**src/rtl/game_control_pkg.sv**
```systemverilog
// Shared state encodings and constants for the game sequencing FSM.
package game_ctrl_pkg;

   typedef enum logic [3:0] {
      S_INIT          = 4'd0,
      S_IDLE          = 4'd1,
      S_GEN_MOVE      = 4'd2,
      S_CHECK_COLLIDE = 4'd3,
      S_APPLY_LINK    = 4'd4,
      S_MOVE_ENEMIES  = 4'd5,
      S_DRAW_MAP      = 4'd6,
      S_DRAW_LINK     = 4'd7,
      S_DRAW_ENEMIES  = 4'd8
   } state_t;

   localparam logic ON  = 1'b1;
   localparam logic OFF = 1'b0;

   localparam int unsigned TIMER_W = 20;

endpackage

```
**src/rtl/game_control_timer.sv**
```systemverilog
// Shared state-dwell counter: cleared on state entry, compared against a per-state limit.
module ctrl_timer
   import game_ctrl_pkg::*;
(
   input  logic               clock,
   input  logic               reset,
   input  logic               clear,
   input  logic               enable,
   input  logic [TIMER_W-1:0] limit,
   output logic               hit,
   output logic               first
);

   logic [TIMER_W-1:0] count;

   always_ff @(posedge clock or negedge reset) begin
      if (!reset)
         count <= '0;
      else if (clear)
         count <= '0;
      else if (enable)
         count <= count + 1'b1;
   end

   assign hit   = (count == limit);
   assign first = (count == '0);

endmodule

```
**src/rtl/game_control.sv**
```systemverilog
// Top-level game frame sequencer: phase strobes, draw watchdogs, frame counter.
module game_control
   import game_ctrl_pkg::*;
#(
   parameter int unsigned INIT_CYCLES    = 2,
   parameter int unsigned COLLIDE_CYCLES = 2,
   parameter int unsigned DRAW_TIMEOUT   = 20'd131072,
   parameter int unsigned FC_W           = 16
) (
   input  logic            clock,
   input  logic            reset,
   input  logic            pause,
   input  logic            idle_done,
   input  logic            draw_map_done,
   input  logic            draw_link_done,
   input  logic            draw_enemies_done,
   output logic            init,
   output logic            idle,
   output logic            gen_move,
   output logic            check_collide,
   output logic            apply_act_link,
   output logic            move_enemies,
   output logic            draw_map,
   output logic            draw_link,
   output logic            draw_enemies,
   output logic [FC_W-1:0] frame_count,
   output logic            timeout_err,
   output logic [3:0]      state_dbg
);

   localparam logic [TIMER_W-1:0] INIT_LIM    = TIMER_W'(INIT_CYCLES - 1);
   localparam logic [TIMER_W-1:0] COLLIDE_LIM = TIMER_W'(COLLIDE_CYCLES - 1);
   localparam logic [TIMER_W-1:0] DRAW_LIM    = TIMER_W'(DRAW_TIMEOUT - 1);

   state_t             state, next_state;
   logic               tmr_hit, tmr_first;
   logic [TIMER_W-1:0] tmr_limit;
   logic               timeout_set, frame_inc;

   ctrl_timer u_timer (
      .clock  (clock),
      .reset  (reset),
      .clear  (next_state != state),
      .enable (state != S_IDLE),
      .limit  (tmr_limit),
      .hit    (tmr_hit),
      .first  (tmr_first)
   );

   always_ff @(posedge clock or negedge reset) begin
      if (!reset) begin
         state       <= S_INIT;
         frame_count <= '0;
         timeout_err <= OFF;
      end else begin
         state <= next_state;
         if (frame_inc)
            frame_count <= frame_count + 1'b1;
         if (timeout_set)
            timeout_err <= ON;
      end
   end

   // Draw states ignore done on their first cycle (stale done from the previous frame);
   // a real done always takes priority over the watchdog.
   always_comb begin
      next_state  = state;
      timeout_set = OFF;
      frame_inc   = OFF;
      tmr_limit   = DRAW_LIM;
      case (state)
         S_INIT: begin
            tmr_limit = INIT_LIM;
            if (tmr_hit) next_state = S_DRAW_MAP;
         end
         S_IDLE:
            if (idle_done && !pause) next_state = S_GEN_MOVE;
         S_GEN_MOVE:
            next_state = S_CHECK_COLLIDE;
         S_CHECK_COLLIDE: begin
            tmr_limit = COLLIDE_LIM;
            if (tmr_hit) next_state = S_APPLY_LINK;
         end
         S_APPLY_LINK:
            next_state = S_MOVE_ENEMIES;
         S_MOVE_ENEMIES:
            next_state = S_DRAW_MAP;
         S_DRAW_MAP:
            if (!tmr_first && draw_map_done) begin
               next_state = S_DRAW_LINK;
            end else if (tmr_hit) begin
               next_state  = S_DRAW_LINK;
               timeout_set = ON;
            end
         S_DRAW_LINK:
            if (!tmr_first && draw_link_done) begin
               next_state = S_DRAW_ENEMIES;
            end else if (tmr_hit) begin
               next_state  = S_DRAW_ENEMIES;
               timeout_set = ON;
            end
         S_DRAW_ENEMIES:
            if (!tmr_first && draw_enemies_done) begin
               next_state = S_IDLE;
               frame_inc  = ON;
            end else if (tmr_hit) begin
               next_state  = S_IDLE;
               frame_inc   = ON;
               timeout_set = ON;
            end
         default:
            next_state = S_INIT;
      endcase
   end

   always_comb begin
      init           = OFF;
      idle           = OFF;
      gen_move       = OFF;
      check_collide  = OFF;
      apply_act_link = OFF;
      move_enemies   = OFF;
      draw_map       = OFF;
      draw_link      = OFF;
      draw_enemies   = OFF;
      case (state)
         S_INIT:          init           = ON;
         S_IDLE:          idle           = ON;
         S_GEN_MOVE:      gen_move       = ON;
         S_CHECK_COLLIDE: check_collide  = ON;
         S_APPLY_LINK:    apply_act_link = ON;
         S_MOVE_ENEMIES:  move_enemies   = ON;
         S_DRAW_MAP:      draw_map       = ON;
         S_DRAW_LINK:     draw_link      = ON;
         S_DRAW_ENEMIES:  draw_enemies   = ON;
         default:         init           = OFF;
      endcase
   end

   assign state_dbg = state;

endmodule
```
**config.mk**
```make
export PLATFORM = sky130hd
export DESIGN_NAME = game_control
export DESIGN_NICKNAME = d
export VERILOG_FILES = /design/src/rtl/game_control_pkg.sv /design/src/rtl/game_control_timer.sv /design/src/rtl/game_control.sv
export SDC_FILE = /design/constraint.sdc
export NUM_CORES = 1
export LEC_CHECK = 0
export ABC_CLOCK_PERIOD_IN_PS = 3800
export BUFFER_PORTS_ARGS = -buffer_cell sky130_fd_sc_hd__buf_2
export CORE_MARGIN = 2
export CORE_UTILIZATION = 35
export CTS_CLUSTER_DIAMETER = 120
export DETAILED_ROUTE_END_ITERATION = 8
export GPL_TIMING_DRIVEN = 0
export PLACE_DENSITY_LB_ADDON = 0.08
export SLEW_MARGIN = 30
export SYNTH_ARGS = -nofsm -noshare
export SYNTH_HDL_FRONTEND = slang
export SYNTH_SLANG_ARGS = --single-unit
```
**constraint.sdc**
```tcl
create_clock -name clock -period 3.8 [get_ports clock]
set_input_delay 0.95 -clock clock [delete_from_list [all_inputs] [get_ports clock]]
set_output_delay 0.95 -clock clock [all_outputs]
set_load 0.005 [all_outputs]
```
==> reports/results.tsv <==
metric	value	unit
status	completed	
grt_overflow_total	0	
total_power	1.76	mW
wl	6640	um
post_cts_buffers	0	
hold_buffers	0	
worst_setup_path_end_kind	output pin	
cts.sinks	41	
setup_viol	0	
synth_edf_count	0	
dr.pass1.iters	4	
hold_violations	0	
tightest_slew	0.818	ns
drv_slew	0	
initial_core_util	35.7	%
ir_drop	0.000262	V
die_h	92.1	um
cts_resized	0	
finalClockSkew	0.0147	ns
power_density	559	mW/mm^2
yosysSeqAreaShare	37.8	%
rsz0062_at_grt	no	
placed_cell_area	0.00303	mm^2
root_buffer	clkbuf_8	
synth_nets	289	
p_sw	765	uW
period_share	73.9	%
clkPwrFrac	21.2	%
grt_usage	16.9	%
drc	0	
core	0.00761	mm^2
cts_buffers	5	
floorplan.io_pins	37	
drv_cap	0	
netlist_area	0.00272	mm^2
antenna_found_initial	0	
grt_max_degree	42	
yosys.area.top_type_share	37.8	%
ctsHtreeMaxLevel	2	
crit_path_start_kind	register	
switching_share	43.6	%
diodes	0	
setup_tns	0	ns
layout-drive-gt1-share	27.6	%
yosys_warnings	0	
viasPerCell	5.31	
required	2.85	ns
wl_per_cell	15.6	um
cts_tree	yes	
grt_pass1_vias	2209	
synth-main-ff-cell	dfrtp_1	
seq_power_share	29.9	%
vias	2256	
clockBufferDepth	2	
min_path_cells	1	
timing.final.ws_setup	0.992	ns
relSlewSlack	45.3	%
yosysTopAreaCell	dfrtp_1	
ant_nets	0	
async_reset_ff_share	100	%
die-width	92.1	um
place_ws	1.31	ns
synth.area.top_cells	dfrtp_1, xor2_1, a211oi_2	
nFillCells	782	
areaGrowthSynthToFinish	15.6	%
clk_latency	0.30	ns
synthDistinctLibCells	60	
cp_max_fo	10	
rows	32	
nNetsFinal	332	
max_freq	356	MHz
cp_data_arrival_time	1.86	ns
path_class	reg2out	
dp_hpwl	4720	um
p_int	991	uW
synth-seq-cells	41	
drt_iter0_drc	36	
hp-class	reg2reg	
pwr-share-comb	49.0	%
synthesis.instances	279	
fin_area	0.00314	mm^2
avgSynthCellArea	9.74	um^2
dieArea	0.00849	mm^2
post-route-min-period	2.81	ns
rr_worst_depth	8	
port_buffers	36	
routabilityCongestion	0.803	
leakagePower	1.24	nW
path_clk_slew	0.09	ns
grt_pass1_wl	11300	um
==> routing by layer <==
metal	up-vias	global-route usage (%)	share of wire (%)	wire (um)
met1	1098	23.8	48	3160
met2	36	26.9	48	3180
met5	-	0	0	0
met4	0	4.10	0.62	41
met3	2	3.12	3.8	249
li1	1120	-	-	-
==> final cells by class <==
| class | instances | area, um^2 | area share, % |
|---|---|---|---|
| timing repair buffer | 36 | 183 | 5.82 |
| buffer | 18 | 91.3 | 2.91 |
| multi-input combinational | 213 | 1570 | 50.1 |
| inverter | 7 | 26.3 | 0.837 |
| clock inverter | 3 | 43.8 | 1.39 |
| tap | 102 | 128 | 4.06 |
| sequential | 41 | 1030 | 32.7 |
| clock buffer | 5 | 68.8 | 2.19 |
==> path summary, 6_finish.rpt <==
path / startpoint / to / slack [ns]
worst max-delay path: state_dbg[2] / idle / 0.99
worst min-delay path: timeout_err / timeout_err / 0.47
worst max register to register: u_timer.count[9] / u_timer.count[13] / 1.35
worst min register to register: timeout_err / timeout_err / 0.47
max in group asynchronous: reset / u_timer.count[11] / 2.78
min in group asynchronous: reset / state_dbg[1] / 0.62
==> worst max-delay path, stage by stage, from the launching register on <==
cell and delay [ns]:
dfrtp_1 0.41, buf_2 0.18, nor4b_2 0.73, buf_2 0.24
==> per-stage QoR <==
| step | instances | hold slack (ns) | utilization, % |
|---|---|---|---|
| after floorplan | 279 | 0.465 | - |
| after global placement | 417 | 0.450 | 39.8 |
| after detailed placement | 417 | 0.454 | 39.8 |
| after CTS | 425 | 0.477 | 41.3 |
| after global routing | 425 | 0.483 | 41.3 |
| final | 425 | 0.467 | 41.3 |
==> cells in the final DEF (no fill, tap or decap), types with 4 or more instances in the layout <==
master	count
a21oi_1	14
xnor2_1	10
dfrtp_1	41
a211oi_2	9
nand3_1	15
a211oi_1	12
buf_2	45
inv_1	7
and3_1	5
clkbuf_8	5
nand2_1	19
o21ai_0	6
nor2_1	13
a2111oi_2	5
and4_1	5
nor2b_1	6
clkbuf_1	4
nand2b_1	7
nand4_1	9
xor2_1	24
==> sequential cells by signal, indices dropped and copies added (netlist names) <==
register	flops
frame_count	16
state_dbg	4
timeout_err	1
u_timer.count	20
==> logic make-up (layout without fill, tap and decap cells) <==
| kind of cell | after synthesis | after routing | synth area share (%) |
|---|---|---|---|
| multiplexers | 2 | 2 | 0.783 |
| AND/OR/NAND/NOR | 104 | 104 | 23.3 |
| buffers and inverters | 25 | 69 | 4.33 |
| adder cells (fa/ha/maj) | 3 | 3 | 1.38 |
| flip-flops | 41 | 41 | 37.8 |
| XOR/XNOR | 34 | 34 | 11.0 |
| AO/OA/AOI/OAI | 70 | 70 | 21.5 |
==> power groups by stage <==
stage	clock, mW	sequential, mW	combinational [mW]
after floorplan	0	0.522	0.629
after global placement	0	0.533	0.865
after detailed placement	0	0.533	0.858
after CTS	0.390	0.525	0.863
after global routing	0.403	0.532	0.949
final	0.372	0.524	0.860
==> synthesized netlist by cell type, types with 3 or more instances <==
library cell	n
a21oi_1	14
buf_2	10
o22ai_1	3
a2111oi_2	5
and4_1	5
dfrtp_1	41
nand2_1	19
a211oi_2	9
nor2_1	13
nand2b_1	7
inv_1	7
or2_2	3
and3_1	5
nand4_1	9
nor2b_1	6
and2_1	3
ha_1	3
xnor2_1	10
nand3_1	15
xor2_1	24
a211oi_1	12
clkbuf_1	4
nor4_2	3
o21ai_0	6
Note: power is estimated with default switching activity, not from simulation.
